<file path="config.mk">
export PLATFORM = sky130hd
export DESIGN_NAME = add_seq_ctrl
export DESIGN_NICKNAME = d
export VERILOG_FILES = /design/src/rtl/add_seq_pkg.sv /design/src/rtl/add_seq_ctrl_csa.sv /design/src/rtl/add_seq_ctrl.sv
export SDC_FILE = /design/constraint.sdc
export NUM_CORES = 1
export LEC_CHECK = 0
export BUFFER_PORTS_ARGS = -buffer_cell sky130_fd_sc_hd__buf_2
export CORE_MARGIN = 2
export CORE_UTILIZATION = 50
export CTS_BUF_LIST = sky130_fd_sc_hd__clkbuf_16
export CTS_CLUSTER_SIZE = 8
export DETAILED_ROUTE_END_ITERATION = 6
export PLACE_DENSITY = 0.71
export SLEW_MARGIN = 20
export SYNTH_ARGS = -nofsm -noshare
export SYNTH_HDL_FRONTEND = slang
export SYNTH_SLANG_ARGS = --single-unit
</file>
<file path="constraint.sdc">
create_clock -name clk -period 9.1 [get_ports clk]
set_input_delay 1.82 -clock clk [delete_from_list [all_inputs] [get_ports clk]]
set_output_delay 1.82 -clock clk [all_outputs]
set_load 0.1 [all_outputs]
</file>
<file path="src/rtl/add_seq_pkg.sv">
// Shared types and constants for the multi-precision add sequencer.
package add_seq_pkg;

  typedef enum logic [1:0] {IDLE, RUN, DONE} state_t;

  localparam int SLICE_W = 32;

  // Index counter width; at least one bit even for a single-slice build.
  function automatic int idx_w(input int words);
    return (words > 1) ? $clog2(words) : 1;
  endfunction

endpackage

</file>
<file path="src/rtl/add_seq_ctrl_csa.sv">
// 32-bit carry-select adder: 4-bit blocks compute both carry-in cases and the
// incoming carry picks one. The overflow output covers only this 32-bit slice.
module add_seq_ctrl_csa
  import add_seq_pkg::*;
(
  input  logic [SLICE_W-1:0] a,
  input  logic [SLICE_W-1:0] b,
  input  logic               cin,
  output logic [SLICE_W-1:0] sum,
  output logic               cout,
  output logic               of
);

  localparam int BLK_W = 4;
  localparam int NBLK  = SLICE_W / BLK_W;

  logic [NBLK:0] carry;

  assign carry[0] = cin;

  generate
    for (genvar gi = 0; gi < NBLK; gi++) begin : g_blk
      logic [BLK_W:0] sum_c0;
      logic [BLK_W:0] sum_c1;

      assign sum_c0 = {1'b0, a[gi*BLK_W +: BLK_W]} + {1'b0, b[gi*BLK_W +: BLK_W]};
      assign sum_c1 = sum_c0 + {{BLK_W{1'b0}}, 1'b1};

      assign sum[gi*BLK_W +: BLK_W] = carry[gi] ? sum_c1[BLK_W-1:0] : sum_c0[BLK_W-1:0];
      assign carry[gi+1]            = carry[gi] ? sum_c1[BLK_W]     : sum_c0[BLK_W];
    end
  endgenerate

  assign cout = carry[NBLK];
  assign of   = (a[SLICE_W-1] == b[SLICE_W-1]) && (sum[SLICE_W-1] != a[SLICE_W-1]);

endmodule

</file>
<file path="src/rtl/add_seq_ctrl.sv">
// Multi-precision add sequencer: one shared 32-bit adder, one slice per cycle,
// low slice first. Define ADD_SEQ_SUB_EN to add the in_sub subtract port.
module add_seq_ctrl
  import add_seq_pkg::*;
#(
  parameter int WORDS = 4
) (
  input  logic                     clk,
  input  logic                     rst_n,
  input  logic                     in_valid,
  output logic                     in_ready,
  input  logic [SLICE_W*WORDS-1:0] in_a,
  input  logic [SLICE_W*WORDS-1:0] in_b,
  input  logic                     in_cin,
`ifdef ADD_SEQ_SUB_EN
  input  logic                     in_sub,
`endif
  output logic                     out_valid,
  input  logic                     out_ready,
  output logic [SLICE_W*WORDS-1:0] out_sum,
  output logic                     out_cout,
  output logic                     out_of
);

  localparam int W     = SLICE_W * WORDS;
  localparam int IDX_W = idx_w(WORDS);
  localparam logic [IDX_W-1:0] IDX_LAST = IDX_W'(WORDS - 1);

  state_t             state_reg, state_next;
  logic [IDX_W-1:0]   idx_reg;
  logic               carry_reg;
  logic [W-1:0]       a_reg;
  logic [W-1:0]       b_reg;
  logic [W-1:0]       sum_reg;
  logic               cout_reg;
  logic               of_reg;

  logic [SLICE_W-1:0] csa_a;
  logic [SLICE_W-1:0] csa_b;
  logic [SLICE_W-1:0] csa_sum;
  logic               csa_cout;
  logic               csa_of_unused;
  logic               last_slice;

  assign csa_a      = a_reg[SLICE_W*idx_reg +: SLICE_W];
  assign csa_b      = b_reg[SLICE_W*idx_reg +: SLICE_W];
  assign last_slice = (idx_reg == IDX_LAST);

  add_seq_ctrl_csa u_csa (
    .a    (csa_a),
    .b    (csa_b),
    .cin  (carry_reg),
    .sum  (csa_sum),
    .cout (csa_cout),
    .of   (csa_of_unused)
  );

  always_comb begin
    state_next = state_reg;
    case (state_reg)
      IDLE:    if (in_valid) state_next = RUN;
      RUN:     if (last_slice) state_next = DONE;
      DONE:    if (out_ready) state_next = IDLE;
      default: state_next = IDLE;
    endcase
  end

  always_ff @(posedge clk) begin
    if (!rst_n) begin
      state_reg <= IDLE;
      idx_reg   <= '0;
      carry_reg <= 1'b0;
      a_reg     <= '0;
      b_reg     <= '0;
      sum_reg   <= '0;
      cout_reg  <= 1'b0;
      of_reg    <= 1'b0;
    end else begin
      state_reg <= state_next;
      case (state_reg)
        IDLE: begin
          if (in_valid) begin
            a_reg   <= in_a;
            idx_reg <= '0;
`ifdef ADD_SEQ_SUB_EN
            b_reg     <= in_sub ? ~in_b : in_b;
            carry_reg <= in_sub ? 1'b1 : in_cin;
`else
            b_reg     <= in_b;
            carry_reg <= in_cin;
`endif
          end
        end
        RUN: begin
          sum_reg[SLICE_W*idx_reg +: SLICE_W] <= csa_sum;
          carry_reg <= csa_cout;
          if (last_slice) begin
            // Top slice is on the adder now, so full-width overflow is visible here.
            cout_reg <= csa_cout;
            of_reg   <= (a_reg[W-1] == b_reg[W-1]) && (csa_sum[SLICE_W-1] != a_reg[W-1]);
          end else begin
            idx_reg <= idx_reg + IDX_W'(1);
          end
        end
        default: ;
      endcase
    end
  end

  assign in_ready  = (state_reg == IDLE);
  assign out_valid = (state_reg == DONE);
  assign out_sum   = sum_reg;
  assign out_cout  = cout_reg;
  assign out_of    = of_reg;

endmodule
</file>
==> qor.txt <==
Run status: complete, no violations
Root buffer selected by CTS: sky130_fd_sc_hd__clkbuf_16
Vias/cell: 5.48
Startpoint of the worst setup timing path: idx_reg[0]$_SDFFE_PN0P_
Most common cell after layout, fill and taps aside: sky130_fd_sc_hd__nand2_1
Pwr Density: 194 mW/mm²
Routed via count: 14,800
Leak: 8.74 nW
Max Fclk: 154 MHz
Beginning of the worst register-to-register path: idx_reg[0]$_SDFFE_PN0P_
GRT overflow: 0
# Max-Cap Violations: 0
Pin count of the biggest net entering global routing: 210
Final ANT Viol Nets: 0
Critical Path, Cell by Cell: mux4_2, ha_1, fa_1, ha_1, nand2_1, a2111oi_1, nor4b_1, o32a_2, and3_4, mux2_4, mux2i_2, mux2i_1, mux2i_1, mux2i_1, mux2i_1, xor2_1, or3_1, a31oi_1
Synth cell types: 51
IO Count: 393
Clock latency at the later pin of the worst-skew pair: 0.55 ns
Clock-pin slew reported for the worst setup and hold paths after clock tree synthesis: 0.05 ns
H-Tree Level Count: 2
Post-Synthesis Cells: 1,924
Worst hold path type: register to register
Routed wire length: 50.2 mm
Post-detailed-placement cell area: 0.0197 mm²
GPL Wtd Cong: 0.833
Area growth syn-to-layout: 20.2%
Number of warnings issued by yosys: 0
Count of routing violations after the opening detailed-route iteration: 960
Relative slew slack: 0.251
Setup repair after global routing missed its margin: false
Crit path buffers/inverters: 0
Proportion of layout cells with a drive suffix above 1: 0.241
Antenna violations before repair: 6
Nature of the critical path startpoint: register
Post-layout nets: 2,559
Worst Path Required: 9.51 ns
CTS-repair resized insts: 0
Full die area: 0.0366 mm²
Critical path's slowest cell: sky130_fd_sc_hd__dfxtp_4
Clock Sinks: 391
Register area: 0.00784 mm²
Mapped Area: 0.0176 mm²
Via count of the first global-routing pass: 14,500
Delay-heaviest family, CP: multiplexers
Launch instance of the worst min-delay path: a_reg[119]$_SDFFE_PN0P_
Number of endpoints failing setup at the final stage: 0
Commonest cells after routing, fill and taps aside: 580 x sky130_fd_sc_hd__nand2_1, 391 x sky130_fd_sc_hd__buf_2, 389 x sky130_fd_sc_hd__dfxtp_1
Total CTS buffers: 54
DIE WIDTH: 191 µm
Worst endpoint data arrival time: 6.92 ns
Post-CTS setup repair buffer count: 0
Number of buffers inserted for hold repair after clock tree synthesis: 0
Kind of end point of the critical path: register
Least-Margin Pin Slew: 1.12 ns
Final Hold Viols: 0
Initial Utilization: 0.509
Number of buffers added on ports: 392
Drt wl/cell: 18.6 µm
Number of synthesized flops with an enable pin: 0
Core area: 0.0345 mm²
Maximum net fanout on the critical path: 33
Total nets after synthesis: 2,239
First-pass detailed-route iteration total: 5
Peak supply drop: 0.000138 V
Die H: 191 µm
Synthesized flop and latch total: 391
Final-report max-slew violation count: 0
DPL Wire Length: 35.3 mm
Share of the yosys chip area belonging to registers: 0.446
Most Frequent Cell on Critical Path: sky130_fd_sc_hd__mux2i_1
Fin crit period: 6.51 ns
Post-Route Skew: 0.0102 ns
Fill cell instance count of the final layout: 3,028
Area of all placed cells without fillers: 0.0211 mm²
Most used flip-flop cell after synthesis: sky130_fd_sc_hd__dfxtp_1
Wire length of the first global-routing pass: 77.5 mm
Average footprint of a synthesized cell: 9.13 µm²
Post-synth ARST share: 0
Area used by multi-input combinational logic: 0.00920 mm²
Longest individual stage delay on the worst path: 0.79 ns
Cell Count Post-Placement: 2,643
Number of standard cells in the layout, taps in and fillers out: 2,705
Number of buffers on the longest clock path: 3
Drc violations: 0
Worst Setup Path Type: register to register
Final-layout setup total negative slack: 0 ns
Tcrit/Tclk final: 0.715
GRT Overall Usage: 0.270
Clock tree from TritonCTS: done
Num rows: 68
[through the flow]
stage	hold slack, ns	setup slack, ns	utilization	power, mW
3_5_place_dp	0.458	2.49	0.571	2.40
5_1_grt	0.481	2.09	0.611	4.26
4_1_cts	0.465	2.46	0.611	4.13
2_1_floorplan	0.440	2.49	-	2.21
6_report	0.462	2.59	0.611	4.11
3_3_place_gp	0.449	2.57	0.571	2.39
[Yosys cell counts (2+ instances only)]
library cell | instances | area [µm²]
sky130_fd_sc_hd__fa_1 | 8 | 160
sky130_fd_sc_hd__a21oi_1 | 17 | 85.1
sky130_fd_sc_hd__mux4_2 | 64 | 1440
sky130_fd_sc_hd__or3_1 | 4 | 25.0
sky130_fd_sc_hd__nand3_1 | 24 | 120
sky130_fd_sc_hd__clkbuf_1 | 124 | 465
sky130_fd_sc_hd__o311ai_1 | 3 | 26.3
sky130_fd_sc_hd__and2_1 | 43 | 269
sky130_fd_sc_hd__inv_1 | 5 | 18.8
sky130_fd_sc_hd__a211oi_1 | 2 | 15.0
sky130_fd_sc_hd__nand2_1 | 581 | 2180
sky130_fd_sc_hd__xor2_1 | 19 | 166
sky130_fd_sc_hd__a21o_1 | 15 | 113
sky130_fd_sc_hd__nor2_1 | 13 | 48.8
sky130_fd_sc_hd__xnor2_1 | 27 | 236
sky130_fd_sc_hd__dfxtp_1 | 391 | 7830
sky130_fd_sc_hd__o21ai_0 | 53 | 265
sky130_fd_sc_hd__nor3_1 | 5 | 25.0
sky130_fd_sc_hd__nand4b_1 | 3 | 26.3
sky130_fd_sc_hd__mux2i_1 | 12 | 120
sky130_fd_sc_hd__buf_1 | 15 | 56.3
sky130_fd_sc_hd__nand4_1 | 13 | 81.3
sky130_fd_sc_hd__a21boi_0 | 256 | 1920
sky130_fd_sc_hd__buf_2 | 2 | 10.0
sky130_fd_sc_hd__nor2b_1 | 78 | 488
sky130_fd_sc_hd__a22oi_1 | 73 | 548
sky130_fd_sc_hd__ha_1 | 46 | 576
sky130_fd_sc_hd__nand2b_1 | 5 | 31.3
[cell type report]
type                            instances  area share
Clock inverter                          3    0.000770
Antenna cell                            4    0.000474
Tap cell                              455      0.0270
Multi-Input combinational cell       1385       0.436
Clock buffer                           55      0.0652
Inverter                                5    0.000889
Sequential cell                       391       0.371
Timing Repair Buffer                  407      0.0992
[logic make-up after synthesis]
group | Yosys count | share of synthesized area
compound gates | 430 | 0.175
xor+xnor | 47 | 0.0239
fa+ha+maj | 54 | 0.0419
buf+inv | 148 | 0.0322
flops | 391 | 0.446
mux | 79 | 0.0912
simple gates | 775 | 0.191
[routing by layer]
layer	vias up	wire, µm	GRT usage
met5	-	16	0
met2	504	22800	0.431
met1	7033	22600	0.370
met3	88	3500	0.0494
li1	7187	-	-
met4	2	1290	0.0861
[final timing paths]
check	to	slack, ns	cells after the start
hold / removal	a_reg[119]$_SDFFE_PN0P_	0.46	2
setup reg to reg	out_of$_SDFFE_PN0P_	2.59	18
hold reg to reg	a_reg[119]$_SDFFE_PN0P_	0.46	2
setup / recovery	out_of$_SDFFE_PN0P_	2.59	18
[worst register-to-register path, delay by kind of cell (launching register included)]
family / cells / cell delay, ns
mux: 7 / 2.75
fa+ha+maj: 3 / 0.97
compound gates: 3 / 0.88
flops: 1 / 0.79
simple gates: 4 / 0.60
xor+xnor: 1 / 0.38
[where the power goes]
part / internal [mW] / total (mW) / leakage [nW] / switching [mW]
Clock: 1.05 / 1.74 / 0.693 / 0.688
Combinational: 0.198 / 0.537 / 4.86 / 0.340
Sequential: 1.79 / 1.83 / 3.19 / 0.0447
Total: 3.03 / 4.11 / 8.74 / 1.07
Note: power is estimated with default switching activity, not from simulation.
